**src/rtl/smac_pkg.sv**
```systemverilog
// Shared definitions for the sequential signed multiply-accumulate block.
// Holds operand/product widths, the Booth iteration count, the control FSM
// state encoding and the radix-2 Booth recoding of the multiplier bit pair.
package smac_pkg;

    localparam int unsigned WIDTH   = 16;
    localparam int unsigned PROD_W  = 2 * WIDTH;
    localparam int unsigned BOOTH_W = 2 * WIDTH + 1;
    localparam int unsigned ITERS   = 16;
    // Counter must be able to hold ITERS itself (the finalise marker).
    localparam int unsigned CNT_W   = $clog2(ITERS + 1);

    typedef enum logic [2:0] {
        StIdle,
        StLdb,
        StLdc,
        StCalc,
        StDone
    } state_e;

    typedef enum logic [1:0] {
        BoothNone,
        BoothAdd,
        BoothSub
    } booth_op_e;

    // Radix-2 Booth: {P[1], P[0]} = 01 -> +A, 10 -> -A, 00/11 -> nothing.
    function automatic booth_op_e booth_decode(input logic [1:0] pair);
        booth_op_e op;
        case (pair)
            2'b01:   op = BoothAdd;
            2'b10:   op = BoothSub;
            default: op = BoothNone;
        endcase
        return op;
    endfunction

endpackage

```
**src/rtl/smac_booth_step.sv**
```systemverilog
// One radix-2 Booth iteration (combinational).
// Ports:
//   p_i  [32:0]  current Booth register {acc[15:0], multiplier[15:0], guard}
//   a_i  [15:0]  multiplicand
//   p_o  [32:0]  register after add/sub/none and a 1-bit arithmetic shift
module smac_booth_step
    import smac_pkg::*;
(
    input  logic [BOOTH_W-1:0] p_i,
    input  logic [WIDTH-1:0]   a_i,
    output logic [BOOTH_W-1:0] p_o
);

    logic [WIDTH:0] acc_ext;
    logic [WIDTH:0] a_ext;
    logic [WIDTH:0] sum;

    always_comb begin
        // 17-bit add keeps -A exact for A = 0x8000 and the sum never wraps.
        acc_ext = {p_i[BOOTH_W-1], p_i[BOOTH_W-1 -: WIDTH]};
        a_ext   = {a_i[WIDTH-1], a_i};
        sum     = acc_ext;
        case (booth_decode(p_i[1:0]))
            BoothAdd: sum = acc_ext + a_ext;
            BoothSub: sum = acc_ext - a_ext;
            default:  sum = acc_ext;
        endcase
        // Arithmetic shift right: the 17-bit sum supplies the new sign bit.
        p_o = {sum, p_i[WIDTH:1]};
    end

endmodule

```
**src/rtl/smac.sv**
```systemverilog
// Sequential signed multiply-accumulate: product = A * B + sext(C).
// Operands arrive on a shared 16-bit bus (A with start, then B, then C),
// followed by 16 Booth iterations and a final accumulate cycle.
// Ports:
//   clk_i             clock, rising edge
//   rst_ni            asynchronous active-low reset
//   st_i              start, sampled only when idle or done
//   dbus_i    [15:0]  operand bus
//   product_o [31:0]  registered signed result
//   rdy_o             registered result-valid flag
module smac
    import smac_pkg::*;
(
    input  logic              clk_i,
    input  logic              rst_ni,
    input  logic              st_i,
    input  logic [WIDTH-1:0]  dbus_i,
    output logic [PROD_W-1:0] product_o,
    output logic              rdy_o
);

    state_e              state_q, state_d;
    logic [WIDTH-1:0]    a_q, a_d;
    logic [WIDTH-1:0]    b_q, b_d;
    logic [WIDTH-1:0]    c_q, c_d;
    logic [BOOTH_W-1:0]  p_q, p_d;
    logic [CNT_W-1:0]    cnt_q, cnt_d;
    logic [PROD_W-1:0]   product_q, product_d;
    logic                rdy_q, rdy_d;
    logic [BOOTH_W-1:0]  p_step;

    smac_booth_step u_booth_step (
        .p_i (p_q),
        .a_i (a_q),
        .p_o (p_step)
    );

    always_comb begin
        state_d   = state_q;
        a_d       = a_q;
        b_d       = b_q;
        c_d       = c_q;
        p_d       = p_q;
        cnt_d     = cnt_q;
        product_d = product_q;
        rdy_d     = rdy_q;
        case (state_q)
            StIdle, StDone: begin
                if (st_i) begin
                    a_d     = dbus_i;
                    rdy_d   = 1'b0;
                    state_d = StLdb;
                end
            end
            StLdb: begin
                b_d     = dbus_i;
                state_d = StLdc;
            end
            StLdc: begin
                c_d     = dbus_i;
                p_d     = {{WIDTH{1'b0}}, b_q, 1'b0};
                cnt_d   = '0;
                state_d = StCalc;
            end
            StCalc: begin
                // Counter reaching ITERS marks the extra accumulate cycle, which
                // places the Rdy rise 19 edges after the start edge.
                if (cnt_q == CNT_W'(ITERS)) begin
                    product_d = p_q[BOOTH_W-1:1] + {{WIDTH{c_q[WIDTH-1]}}, c_q};
                    rdy_d     = 1'b1;
                    state_d   = StDone;
                end else begin
                    p_d   = p_step;
                    cnt_d = cnt_q + CNT_W'(1);
                end
            end
            default: state_d = StIdle;
        endcase
    end

    always_ff @(posedge clk_i or negedge rst_ni) begin
        if (!rst_ni) begin
            state_q   <= StIdle;
            a_q       <= '0;
            b_q       <= '0;
            c_q       <= '0;
            p_q       <= '0;
            cnt_q     <= '0;
            product_q <= '0;
            rdy_q     <= 1'b0;
        end else begin
            state_q   <= state_d;
            a_q       <= a_d;
            b_q       <= b_d;
            c_q       <= c_d;
            p_q       <= p_d;
            cnt_q     <= cnt_d;
            product_q <= product_d;
            rdy_q     <= rdy_d;
        end
    end

    assign product_o = product_q;
    assign rdy_o     = rdy_q;

endmodule
```
**config.mk**
```make
export PLATFORM = sky130hd
export DESIGN_NAME = smac
export DESIGN_NICKNAME = d
export VERILOG_FILES = /design/src/rtl/smac_pkg.sv /design/src/rtl/smac_booth_step.sv /design/src/rtl/smac.sv
export SDC_FILE = /design/constraint.sdc
export NUM_CORES = 1
export LEC_CHECK = 0
export CAP_MARGIN = 20
export CORE_MARGIN = 2
export CORE_UTILIZATION = 65
export CTS_BUF_LIST = sky130_fd_sc_hd__clkbuf_4
export DETAILED_ROUTE_END_ITERATION = 16
export GPL_ROUTABILITY_DRIVEN = 0
export PLACE_DENSITY_LB_ADDON = 0.15
export SYNTH_ARGS = -nofsm -noshare
export SYNTH_HDL_FRONTEND = slang
export SYNTH_HIERARCHICAL = 1
export SYNTH_SLANG_ARGS = --single-unit
```
**constraint.sdc**
```tcl
create_clock -name clk_i -period 7.8 [get_ports clk_i]
set_input_delay 0.78 -clock clk_i [delete_from_list [all_inputs] [get_ports clk_i]]
set_output_delay 0.78 -clock clk_i [all_outputs]
set_load 0.02 [all_outputs]
```
==> Word level (Yosys, flattened, before mapping) <==
Index checks and enable logic that the tools add are counted.
{ "totals": {"latch_bits": 0, "in_bits": 19, "memories": 0, "register_bits": 122, "ram_bits": 0, "mem_bits_ro": 0} }
{ "classes": {"eq_ne": 13, "muxes": 12, "bitwise": 0, "n_shift": 0, "magnitude_cmp": 0, "n_div": 0, "mul": 0, "n_reduce_logical": 10, "add_sub_neg": 4} }
{ "op_table": {"columns": ["cell", "n"], "rows": [
  ["33-bit case mux with 2 select lines", 1],
  ["17-bit case mux with 2 select lines", 1],
  ["33-bit two-way mux", 1],
  ["32-bit adder", 1],
  ["16-bit by 16-bit adder with 17-bit output", 1],
  ["16-bit by 16-bit subtractor with 17-bit output", 1],
  ["3-bit case mux with 4 select lines", 1],
  ["5-bit case mux with 2 select lines", 1],
  ["2-bit AND reduction", 4],
  ["3-bit by 2-bit == test with 1-bit output (second input constant)", 2],
  ["3-bit two-way mux", 2],
  ["2-bit != test (second input constant)", 3],
  ["3-bit AND reduction", 2],
  ["5-bit by 1-bit adder with 5-bit output (second input constant)", 1],
  ["5-bit == test (second input constant)", 1],
  ["5-bit two-way mux", 1],
  ["2-bit by 1-bit == test with 1-bit output (second input constant)", 2],
  ["2-bit == test (second input constant)", 2],
  ["2-bit case mux with 2 select lines", 1],
  ["2-bit nonzero test", 2],
  ["3-bit by 1-bit == test with 1-bit output (second input constant)", 1],
  ["3-bit == test (second input constant)", 1],
  ["3-bit logical NOT", 1],
  ["3-bit by 1-bit != test with 1-bit output (second input constant)", 1],
  ["other kinds (3)", 4]
]} }

==> Longest topological paths before layout <==
{ "logic_depth": {"word_depth": 6, "mapped_depth": 16, "depth_no_buf": 15} }

==> Hierarchy <==
Netlist, hierarchy kept.
{ "by_module_without_submodules": {"columns": ["module", "seq_area_each_um2", "area_each_um2", "n_inst", "cells_each"], "rows": [
  ["smac", 3052.9, 6585.1, 1, 718],
  ["smac_booth_step", 0.0, 1532.7, 1, 220]
]} }

==> Worst setup path after synthesis <==
Ideal clock, no wire load.
{ "synth_timing": {"path_type": "register to register", "startpoint": "reg p_q[0]", "endpoint": "reg p_q[29]", "setup_time_ps": 83, "t_required_ps": 7717, "setup_slack_ps": 4770, "n_path_buf": 2, "synth_period_minus_slack_ps": 3030, "path_stages_with_launch": 15, "t_arrival_ps": 2947, "cell_sequence": "dfrtp_1 > inv_1 > ha_1 > clkbuf_1 > clkbuf_1 > mux2i_1 > ha_1 > nor2b_1 > o2111ai_1 > a21oi_2 > o41ai_4 > nor3_1 > a311oi_1 > nand2_1 > o21ai_0"} }
{ "synth_via": {"elab_chain_len": 6, "elab_cells_between_ends": 8, "classes_between": "eq/ne: 4; mux: 4"} }
{ "synth_lines": {"columns": ["element", "line", "text"], "rows": [
  ["start, declared", "smac.sv:26", "logic [BOOTH_W-1:0] p_q, p_d;"],
  ["start signal, assigned", "smac.sv:96", "p_q <= p_d;"],
  ["2-bit == test / 2-bit by 1-bit == test with 1-bit output (equally long branches)", "smac_pkg.sv:30", "case (pair)"],
  ["2-bit case mux with 2 select lines *", "smac_pkg.sv:30", null],
  ["2-bit == test / 2-bit by 1-bit == test with 1-bit output (equally long branches)", "smac_booth_step.sv:23", "case (booth_decode(p_i[1:0]))"],
  ["17-bit case mux with 2 select lines *", "smac_booth_step.sv:23", null],
  ["named net p_step[29]", "smac.sv:30", "logic [BOOTH_W-1:0] p_step;"],
  ["33-bit two-way mux *", "smac.sv:68", "if (cnt_q == CNT_W'(ITERS)) begin"],
  ["33-bit case mux with 2 select lines *", "smac.sv:47", "case (state_q)"]
]} }
The timed path passes the listed nets; every way through them passes the cells marked *. The select of a mux whose other input is x is not followed.
A chain may end at the register's enable or synchronous reset.

==> Final worst setup path <==
{ "layout_timing": {"startpoint": "reg a_q[2]", "endpoint": "reg p_q[32]"} }
{ "layout_via": {"elab_chain_len": 4, "elab_cells_between_ends": 5, "classes_between": "add/sub: 2; mux: 3"} }
{ "layout_lines": {"columns": ["element", "line", "text"], "rows": [
  ["start, declared", "smac.sv:23", "logic [WIDTH-1:0] a_q, a_d;"],
  ["start signal, assigned", "smac.sv:84", "a_q <= '0;"],
  ["start signal, assigned", "smac.sv:93", "a_q <= a_d;"],
  ["16-bit by 16-bit subtractor with 17-bit output / 16-bit by 16-bit adder with 17-bit output (equally long branches)", "smac_booth_step.sv:25, smac_booth_step.sv:24", null],
  ["17-bit case mux with 2 select lines *", "smac_booth_step.sv:23", null],
  ["named net p_step[32]", "smac.sv:30", null],
  ["33-bit two-way mux *", "smac.sv:68", null],
  ["33-bit case mux with 2 select lines *", "smac.sv:47", null]
]} }
Marked as above.

==> results.yml <==
synth:
  ys.flop_type: "dfrtp_1"
  syn_nets: 1010
  synth_edf_count: 0
  synth.top_cells.by_area: "dfrtp_1 (38%), nand2_1 (9.3%), ha_1 (7.9%), mux2_2 (4.6%), o21ai_0 (4.4%)"
  async_flop_share: 1.00
  yosys_warnings: 6
  synth.avg_cell_area_um2: 8.65
  synth_top_area_frac: 0.376
  netlist_instances: 938
  ys_ff_latch: 122
  synth_top_cell_by_area: "dfrtp_1"
  netlist_area_um2: 8120
  yosysSeqAreaShare: 0.376
  ys_types: 72
floorplanning:
  io_pins: 52
  row_count: 40
  dieArea_um2: 13400
  start_util: 0.670
  die_w_um: 116
  core-area_um2: 12100
  fp.dieH_um: 116
timing:
  hold_viol_final: 0
  rsz0062_at_grt: "false"
  period_needed_ns: 3.49
  worst_slew_pin_slew_ns: 0.928
  slew_violations: 0
  max_freq_ghz: 0.287
  setup_violations: 0
  fin_crit_sh: 0.447
  relSlewSlack: 0.381
  fin_tns_setup_ns: 0
  finalClockSkew_ns: 0.0260
cells_and_area:
  seq_area_um2: 3050
  multi_input_area_um2: 4700
  fin_nets: 1029
  fin_util: 0.734
  synthToLayoutAreaGrowth_pct: 9.46
  n_antenna_cell: 0
  layout-drive-gt1-share: 0.107
  fill_cells: 933
cts:
  cts_tree: "done"
  cts_buffers: 17
  cts.clk_slew.worst_paths_ns: 0.13
  cts_resized: 0
  cts_root_buffer: "clkbuf_4"
  clkLatencyLatePin_ns: 0.58
  max-clock-path-buffers: 2
  numClockSinks: 122
  ctsHoldBuffers: 0
  cts_setup_buffers: 0
  htreeDepth: 4
grt:
  grt_overflow_total: 0
  grt_pass1_vias: 6635
  grt_pass1_wl_um: 32200
  gr-usage-all-layers: 0.308
  grt_max_degree: 75
  antenna_found_initial: 0
setup_path:
  slowest_delay_ns: 0.46
  cp_data_required_time_ns: 8.31
  critPathBufInv: 0
  crit_chain: "nor3_1, nand2b_1, nor4_2, a21oi_1, xnor2_1, ha_1, a21oi_1, o21ai_0, a221o_1, o21ai_1, nand4b_1, a311oi_1, nand2_1, o21ai_0"
  end_kind: "flip-flop"
  rrSetupSlack_ns: 4.31
  cp_max_fo: 5
  worst_setup_path_start_kind: "flip-flop"
  path_delay_family: "compound AO/OA/AOI/OAI gates"
  cp_slowest_cell: "dfrtp_1"
  crit_arrival_ns: 4.00
  criticalPathCategory: "reg -> reg"
drt:
  post_drt_wl_per_cell_um: 17.0
  drtIter0Drc: 603
  dr_total_vias: 6949
  antenna_left: 0
  drc: 0
  routed_wl_um: 19300
  dr.pass1.iters: 5
  vias_per_cell: 6.11
placed_design:
  io_buffers: 51
  place_hpwl_um: 14200
min_path:
  hp-class: "in -> async"
status:
  status: "finished clean"
run:
  maxCapViolations: 0
-- cells by family after synthesis --
group                    share of synthesized area
flip-flops                                   0.376
buffers and inverters                       0.0464
XOR/XNOR                                    0.0604
AO/OA/AOI/OAI                                0.184
AND/OR/NAND/NOR                              0.201
multiplexers                                0.0495
adder cells (fa/ha/maj)                     0.0835
-- routing by layer --
layer | global-route usage | part of all wire | wire length, um | up-vias
met5 | 0 | 0 | 0 | -
met4 | 0.105 | 0.024 | 464 | 0
met3 | 0.0680 | 0.066 | 1270 | 39
met2 | 0.495 | 0.46 | 8940 | 251
met1 | 0.418 | 0.45 | 8640 | 3325
li1 | - | - | - | 3334
-- cell usage after synthesis, types with 7 or more instances --
library cell / count
ha_1: 51
xnor2_1: 30
xor2_1: 26
clkbuf_1: 24
nand3_1: 13
dfrtp_1: 122
o211ai_1: 7
nand4_1: 11
nand2b_1: 7
nor3_1: 13
a31oi_1: 21
o21ai_1: 12
a21o_1: 13
o21ai_0: 72
a21oi_1: 60
nand2_1: 201
mux2_2: 33
buf_2: 15
buf_4: 17
nor2_1: 65
inv_1: 20
-- stage by stage --
| stage | cell area, um^2 | instances | hold slack (ns) | setup slack, ns |
|---|---|---|---|---|
| after CTS | 8890 | 1138 | 0.340 | 4.41 |
| after detailed placement | 8600 | 1106 | 0.470 | 4.46 |
| after global routing | 8890 | 1138 | 0.375 | 4.07 |
| after floorplan | 8120 | 938 | 0.452 | 4.77 |
| final | 8890 | 1138 | 0.332 | 4.31 |
| after global placement | 8600 | 1106 | 0.459 | 4.70 |
-- worst register-to-register path, cell delays in order, from the launching register on --
cell and delay, ns:
dfrtp_1 0.46, nor3_1 0.29, nand2b_1 0.14, nor4_2 0.40
a21oi_1 0.16, xnor2_1 0.17, ha_1 0.36, a21oi_1 0.24
o21ai_0 0.20, a221o_1 0.39, o21ai_1 0.10, nand4b_1 0.12
a311oi_1 0.26, nand2_1 0.07, o21ai_0 0.07
-- area by class of cell --
| class | instances | share of cell area |
|---|---|---|
| Clock buffer | 17 | 0.0144 |
| Inverter | 20 | 0.00845 |
| Multi-Input combinational cell | 738 | 0.529 |
| Tap cell | 168 | 0.0237 |
| Clock inverter | 15 | 0.0183 |
| Timing Repair Buffer | 58 | 0.0631 |
| Sequential cell | 122 | 0.344 |
-- final timing paths --
| check | end | depth (start not counted) | from |
|---|---|---|---|
| min | cnt_q[3] | 1 | rst_ni |
| max reg2reg | p_q[32] | 14 | a_q[2] |
| min reg2reg | product_o[23] | 2 | product_o[23] |
| max | p_q[32] | 14 | a_q[2] |
| min in group clk_i | product_o[23] | 2 | product_o[23] |
| max in group asynchronous | p_q[30] | 2 | rst_ni |
-- sequential cells by signal, summed over array words and instances, names as in the netlist --
signal     cells
b_q           16
c_q           16
state_q        3
product_o     32
p_q           33
a_q           16
rdy_o          1
cnt_q          5
-- layout by cell type, fill, tap and decap left out, types with 4 or more instances in the layout --
| master | netlist | layout |
|---|---|---|
| nor2b_1 | 5 | 5 |
| clkbuf_4 | 0 | 17 |
| o21a_1 | 4 | 4 |
| o211ai_1 | 7 | 7 |
| nor3_1 | 13 | 13 |
| inv_6 | 0 | 6 |
| a21o_1 | 13 | 13 |
| and3_1 | 6 | 6 |
| clkdlybuf4s50_1 | 0 | 50 |
| nand4_1 | 11 | 11 |
| a211o_1 | 4 | 4 |
| a21oi_2 | 5 | 5 |
| a21oi_1 | 60 | 60 |
| and2_1 | 6 | 6 |
| o31ai_1 | 4 | 4 |
| nand3_1 | 13 | 13 |
| nand2b_1 | 7 | 7 |
| mux2_2 | 33 | 33 |
| a31oi_1 | 21 | 21 |
| o21ai_0 | 72 | 72 |
| buf_4 | 17 | 8 |
| inv_1 | 20 | 20 |
| xnor2_1 | 30 | 30 |
| nor2_1 | 65 | 64 |
| o21ai_1 | 12 | 11 |
| o21bai_1 | 4 | 4 |
| dfrtp_1 | 122 | 122 |
| ha_1 | 51 | 51 |
| a211oi_1 | 6 | 6 |
| xor2_1 | 26 | 26 |
| nand2_1 | 201 | 200 |
Power is not shown: default switching activity piles up to over one toggle a cycle in this logic, so the estimate is an artifact.
